$ cat src/rtl/mux_pkg.sv
// Shared types and constants for the registered three-way select mux.
package mux_pkg;

    localparam int unsigned DEFAULT_WIDTH = 32;

    typedef enum logic [1:0] {
        SEL_A       = 2'b00,
        SEL_B       = 2'b01,
        SEL_C       = 2'b10,
        SEL_ILLEGAL = 2'b11
    } sel_e;

    function automatic logic is_legal_sel(input logic [1:0] code);
        return (code == SEL_A) || (code == SEL_B) || (code == SEL_C);
    endfunction

endpackage

$ cat src/rtl/mux_sel_comb.sv
// Combinational next-value selection: picks A/B/C, or holds and flags an illegal code.
module mux_sel_comb
    import mux_pkg::*;
#(
    parameter int unsigned WIDTH = DEFAULT_WIDTH
) (
    input  logic [WIDTH-1:0] A,
    input  logic [WIDTH-1:0] B,
    input  logic [WIDTH-1:0] C,
    input  logic [1:0]       cntl,
    input  logic [WIDTH-1:0] hold_data,
    output logic [WIDTH-1:0] next_data,
    output logic             illegal
);

    always_comb begin
        next_data = hold_data;
        illegal   = 1'b1;
        // An unknown select code falls through to the default arm, so it holds too.
        case (cntl)
            SEL_A: begin
                next_data = A;
                illegal   = 1'b0;
            end
            SEL_B: begin
                next_data = B;
                illegal   = 1'b0;
            end
            SEL_C: begin
                next_data = C;
                illegal   = 1'b0;
            end
            default: begin
                next_data = hold_data;
                illegal   = 1'b1;
            end
        endcase
    end

endmodule

$ cat src/rtl/mux.sv
// Registered three-way mux with an illegal-select flag; one cycle of latency.
module mux
    import mux_pkg::*;
#(
    parameter int unsigned WIDTH = DEFAULT_WIDTH
) (
    input  logic             clk,
    input  logic             reset,
    input  logic [WIDTH-1:0] A,
    input  logic [WIDTH-1:0] B,
    input  logic [WIDTH-1:0] C,
    input  logic [1:0]       cntl,
    output logic [WIDTH-1:0] MUXOut,
    output logic             sel_err
);

    logic [WIDTH-1:0] mux_out_q;
    logic [WIDTH-1:0] mux_out_d;
    logic             sel_err_q;
    logic             sel_err_d;

    mux_sel_comb #(
        .WIDTH(WIDTH)
    ) u_sel (
        .A        (A),
        .B        (B),
        .C        (C),
        .cntl     (cntl),
        .hold_data(mux_out_q),
        .next_data(mux_out_d),
        .illegal  (sel_err_d)
    );

    // Reset wins over any select code, including the illegal one.
    always_ff @(posedge clk) begin
        if (reset) begin
            mux_out_q <= '0;
            sel_err_q <= 1'b0;
        end else begin
            mux_out_q <= mux_out_d;
            sel_err_q <= sel_err_d;
        end
    end

    assign MUXOut  = mux_out_q;
    assign sel_err = sel_err_q;

endmodule

$ cat config.mk
export PLATFORM = sky130hd
export DESIGN_NAME = mux
export DESIGN_NICKNAME = d
export VERILOG_FILES = /design/src/rtl/mux_pkg.sv /design/src/rtl/mux_sel_comb.sv /design/src/rtl/mux.sv
export SDC_FILE = /design/constraint.sdc
export NUM_CORES = 1
export LEC_CHECK = 0
export CAP_MARGIN = 20
export CORE_MARGIN = 2
export CORE_UTILIZATION = 30
export CTS_CLUSTER_SIZE = 30
export DETAILED_ROUTE_END_ITERATION = 10
export PLACE_DENSITY = 0.77
export SKIP_LAST_GASP = 1
export SLEW_MARGIN = 20
export SYNTH_ARGS = -nofsm -noshare
export SYNTH_HDL_FRONTEND = slang
export SYNTH_SLANG_ARGS = --single-unit
export TNS_END_PERCENT = 50
$ cat constraint.sdc
create_clock -name clk -period 1.6 [get_ports clk]
set_input_delay 0.48 -clock clk [delete_from_list [all_inputs] [get_ports clk]]
set_output_delay 0.48 -clock clk [all_outputs]
set_load 0.01 [all_outputs]
==> results of run 1 <==
[report_power, final]
| group | total [mW] | switching [mW] | internal [mW] |
|---|---|---|---|
| sequential | 0.942 | 0.0379 | 0.904 |
| clock | 0.642 | 0.300 | 0.342 |
| combinational | 0.954 | 0.366 | 0.588 |
[flip-flops by register name (all words and copies together) (netlist names)]
name and cells:
sel_err 1, MUXOut 32
[repair_timing]
action | CTS | global route
setup endpoints to repair | 65 | 51
setup buffers | 0 | 0
pin swaps | 3 | 0
resized for setup | 18 | 25
gates cloned | 3 | 0
[cells by family after synthesis]
group / Yosys count / synth area share
DFF: 33 / 0.391
adders and majority gates: 3 / 0.0222
buffers and inverters: 23 / 0.0844
and+or+nand+nor: 36 / 0.106
AOI/OAI and AO/OA: 64 / 0.397
[cells in the mapped netlist]
cell and instances:
or2_1 1, buf_8 3, buf_2 12, dfxtp_1 33, a2111oi_0 1, nor3_1 31
nor2_1 3, o22ai_1 31, a221oi_1 2, ha_1 3, nand2b_1 1, clkbuf_1 4
inv_1 3, a221oi_2 30, buf_6 1
[path summary, 6_finish.rpt]
| path | to |
|---|---|
| setup reg to reg | MUXOut[26] |
| setup / recovery | MUXOut[17] |
| hold / removal | MUXOut[26] |
| hold reg to reg | MUXOut[26] |
[routing by layer]
| layer | vias up | share of wire | GRT usage |
|---|---|---|---|
| met5 | - | 0 | 0 |
| met4 | 0 | 0.015 | 0.0569 |
| met3 | 10 | 0.082 | 0.0636 |
| met2 | 82 | 0.52 | 0.370 |
| met1 | 926 | 0.39 | 0.227 |
| li1 | 940 | - | - |
[through the flow]
stage / hold slack (ps) / TNS, ps / util
floorplan: 506 / 0 / -
global placement: 484 / -18070 / 0.594
detailed placement: 486 / -18960 / 0.594
CTS: 505 / -1410 / 0.632
global route: 528 / -803 / 0.643
finish: 497 / -128 / 0.643
[area by class of cell]
type / instances / area (um^2)
fill: 461 / 1950
multi-input combinational: 103 / 925
tap: 72 / 90.1
sequential: 33 / 661
inverter: 3 / 11.3
clock buffer: 7 / 86.3
timing repair buffer: 155 / 1750
==> metrics.csv, run 1 <==
metric,value,unit
grt_pass1_vias,2087,
hold_class,flip-flop to flip-flop,
drc,0,
final_cell_mix,"clkdlybuf4s50_1, dfxtp_1, o22ai_1, nor3_1, a221oi_2",
crit_buf_inv,1,
r2r_slack,740,ps
cts_max_path_buffers,2,
vias,1958,
crit_chain,clkdlybuf4s50_1,
synthTopCellsByArea,"dfxtp_1, a221oi_2, o22ai_1, nor3_1, buf_2",
grt_setup_unrepaired,yes,
drive_gt1_frac,0.219,
cp-end-kind,output pin,
core.rowCount,27,
fin_cells,373,
grt_usage,0.204,
dpl.hpwl,4590,um
cts.sinks,33,
ir_drop,324,uV
io_buffers,132,
hold_viol,0,
violations,setup timing,
final_area,0.00352,mm^2
critPathLaunch,MUXOut[17],
syn_nets,262,
grt_start_max_net_pins,21,
setup_viol,6,
cp_slowest_cell,clkdlybuf4s50_1,
dieArea,0.00625,mm^2
die_h,79.1,um
clk_pin_slew,70,ps
dp_cells,363,
max_slew_margin,0.765,
total_power,2.54,mW
max_freq,613,MHz
wl,6390,um
slowest_delay,540,ps
cts_htree_levels,2,
regToRegStartpoint,MUXOut[26],
fp.coreArea,0.00547,mm^2
synthDominantCellAreaShare,0.391,
syn_area,0.00169,mm^2
seq_area_frac_synth,0.391,
cp.required,1120,ps
startpoint_type,flip-flop,
synth_cells,159,
setup_slack,-32.4,ps
dpl_worst_slack,-629,ps
power_density,721,mW/mm^2
die_w,79.1,um
clock_latency,280,ps
p_leak,1.65,nW
worst_ep_arrival_time,1150,ps
drv_slew,0,
ant_nets,0,
holdPathStages,2,
synth_warnings,0,
avgViaCountPerCell,5.25,
final_common_cell,clkdlybuf4s50_1,
ios,133,
synth_top_cell_by_area,dfxtp_1,
cts_buffers,5,
antenna_cells,0,
min_from,MUXOut[26],
criticalPathCategory,flip-flop to output pin,
final.setup_skew,0,ps
place_area,0.00325,mm^2
hold_buffers,0,
gr-total-overflow,0,
drt_iter0_drc,39,
critPathMaxFanout,2,
first_pass_iters,4,
wl_per_cell,17.1,um
status,finished with violations,
start_util,0.309,
grt_pass1_wl,10100,um
cts_tree,yes,
cts_root_buffer,clkbuf_8,
worstMarginPinSlew,344,ps
ys_types,15,
crit_cells,1,
area_growth,108,%
synth_seq_cells,33,
cp_top_family,buffers and inverters,
drv_cap,0,
gp_congestion,0.804,
period_needed,1630,ps
syn_avg_cell_area,10.6,um^2
reg2regPathDepth,2,
final_nets,404,
grt_antenna_before_repair,0,
final.period_utilization,1.02,
Power figures use the tool's default switching activity.
==> run 2: changes to the inputs <==
--- a/config.mk
+++ b/config.mk
@@ -10,7 +10,7 @@
 export CORE_UTILIZATION = 30
 export CTS_CLUSTER_SIZE = 30
 export DETAILED_ROUTE_END_ITERATION = 10
-export PLACE_DENSITY = 0.77
+export PLACE_DENSITY = 0.83
 export SKIP_LAST_GASP = 1
 export SLEW_MARGIN = 20
 export SYNTH_ARGS = -nofsm -noshare
==> constraint.sdc (replaced) <==
create_clock -name clk -period 1.4 [get_ports clk]
set_input_delay 0.42 -clock clk [delete_from_list [all_inputs] [get_ports clk]]
set_output_delay 0.42 -clock clk [all_outputs]
set_load 0.01 [all_outputs]
==> run 2 against run 1 <==
Against the previous run:
- first-iteration DRC count increased by 130%
- design area decreased by 0.68%
- largest power group is now sequential cells
- the flow still finishes with violations (setup timing)
- core utilization decreased by 0.43 points
- clock skew unchanged
- non-clock buffer count decreased by 1
- worst hold slack improved by 59 ps
- routed wire length increased by 2.6%
- via count increased by 1.4%
==> metrics.csv, run 2 (same netlist as run 1, synthesis figures left out) <==
metric,value,unit,change
cp_top_family,buffers and inverters,,
vias,1985,,+1.4%
area_growth,107,%,
fp.coreArea,0.00547,mm^2,unchanged
power_density,877,mW/mm^2,+22%
wl,6560,um,+2.6%
grt_pass1_vias,2070,,-0.81%
final.period_utilization,1.12,,
gp_congestion,0.758,,-5.7%
ant_nets,0,,unchanged
max_slew_margin,0.803,,+0.0383
reg2regPathDepth,2,,unchanged
ios,133,,unchanged
setup_slack,-167,ps,-134 ps
hold_class,flip-flop to flip-flop,,
cp_slowest_cell,clkdlybuf4s50_1,,
die_w,79.1,um,unchanged
crit_buf_inv,1,,unchanged
antenna_cells,0,,unchanged
hold_viol,0,,unchanged
cts_root_buffer,clkbuf_8,,
grt_start_max_net_pins,17,,-19%
holdPathStages,2,,unchanged
place_area,0.00322,mm^2,-0.85%
slowest_delay,540,ps,about the same
final.setup_skew,0,ps,unchanged
grt_antenna_before_repair,0,,unchanged
final_area,0.00350,mm^2,-0.68%
cp-end-kind,output pin,,
dpl_worst_slack,-808,ps,-179 ps
die_h,79.1,um,unchanged
period_needed,1570,ps,
dp_cells,364,,+0.28%
max_freq,638,MHz,
violations,setup timing,,
gr-total-overflow,0,,unchanged
ir_drop,423,uV,+30%
largest_reg_flops,32,,unchanged
worstMarginPinSlew,295,ps,-49.1 ps
cts_buffers,5,,unchanged
crit_cells,1,,unchanged
first_pass_iters,4,,unchanged
wl_per_cell,17.6,um,+2.6%
clock_latency,280,ps,about the same
worst_ep_arrival_time,1150,ps,about the same
cts_max_path_buffers,2,,unchanged
setup_tns,-205,ps,-76.8 ps
startpoint_type,flip-flop,,
dieArea,0.00625,mm^2,unchanged
status,finished with violations,,
grt_usage,0.205,,+0.00134
critPathMaxFanout,2,,unchanged
dpl.hpwl,4770,um,+3.9%
grt_pass1_wl,9920,um,-1.5%
cp.required,980,ps,-140 ps
drv_slew,0,,unchanged
crit_chain,clkdlybuf4s50_1,,
grt_setup_unrepaired,yes,,
cts.sinks,33,,unchanged
final_core_util,0.639,,-0.00434
criticalPathCategory,flip-flop to output pin,,
drc,0,,unchanged
final_cell_mix,"clkdlybuf4s50_1, dfxtp_1, o22ai_1, nor3_1, dlymetal6s2s_1",,
clk_pin_slew,70,ps,about the same
final_nets,403,,-0.25%
p_leak,1.72,nW,+4.0%
start_util,0.309,,unchanged
drt_iter0_drc,88,,+130%
drv_cap,0,,unchanged
cts_tree,yes,,
avgViaCountPerCell,5.32,,+1.4%
io_buffers,132,,unchanged
drive_gt1_frac,0.229,,+0.00997
cts_htree_levels,2,,unchanged
nFillCells,459,,-0.43%
final_common_cell,clkdlybuf4s50_1,,
setup_viol,5,,-1
fin_cells,373,,unchanged
core.rowCount,27,,unchanged
## run 2: cell types whose count changed in the layout (fill, tap and decap cells not counted), sizes merged
cell,before,now
inv,3,2
dlymetal6s2s,25,31
buf,23,22
bufinv,0,1
clkinvlp,0,1
clkdlybuf4s50,104,98
## run 2: area by class of cell
cell class              count  area, um^2  area share
clock buffers               7        86.3      0.0247
clock inverters             1        30.0     0.00859
inverters                   3        17.5     0.00501
multi-input cells         103         921       0.263
flip-flops and latches     33         661       0.189
well taps                  72        90.1      0.0258
repair buffers            154        1690       0.484
## run 2: final timing paths
path / start / end / slack, ps
max reg2reg: MUXOut[26] / MUXOut[26] / 550
min reg2reg: MUXOut[9] / MUXOut[9] / 560
min: MUXOut[9] / MUXOut[9] / 560
max: MUXOut[0] / MUXOut[0] / -170
## run 2: power breakdown
part / internal, mW / total, mW / switching (mW) / leakage (nW)
logic: 0.635 / 1.05 / 0.417 / 1.39
registers: 1.03 / 1.08 / 0.0438 / 0.275
clock network: 0.580 / 0.936 / 0.356 / 0.0585
## run 2: timing repair
action,CTS,global route
endpoints found under the hold margin,0,0
resized for setup,23,31
hold buffers,0,0
pin swaps,1,0
buffers inserted,0,0
setup endpoints to repair,66,63
cloned,1,0
## run 2: routing by layer
layer  global-route usage  routed length [um]  up-vias
met5                    0                   0        -
met4               0.0638                 119        0
met3               0.0682                 509       15
met2                0.370                3290       96
met1                0.226                2640      935
li1                     -                   -      939
## run 2: through the flow
step | hold slack (ps) | power, mW
finish | 556 | 3.07
global route | 579 | 3.22
CTS | 552 | 3.11
detailed placement | 516 | 2.12
global placement | 479 | 2.10
floorplan | 506 | 1.51
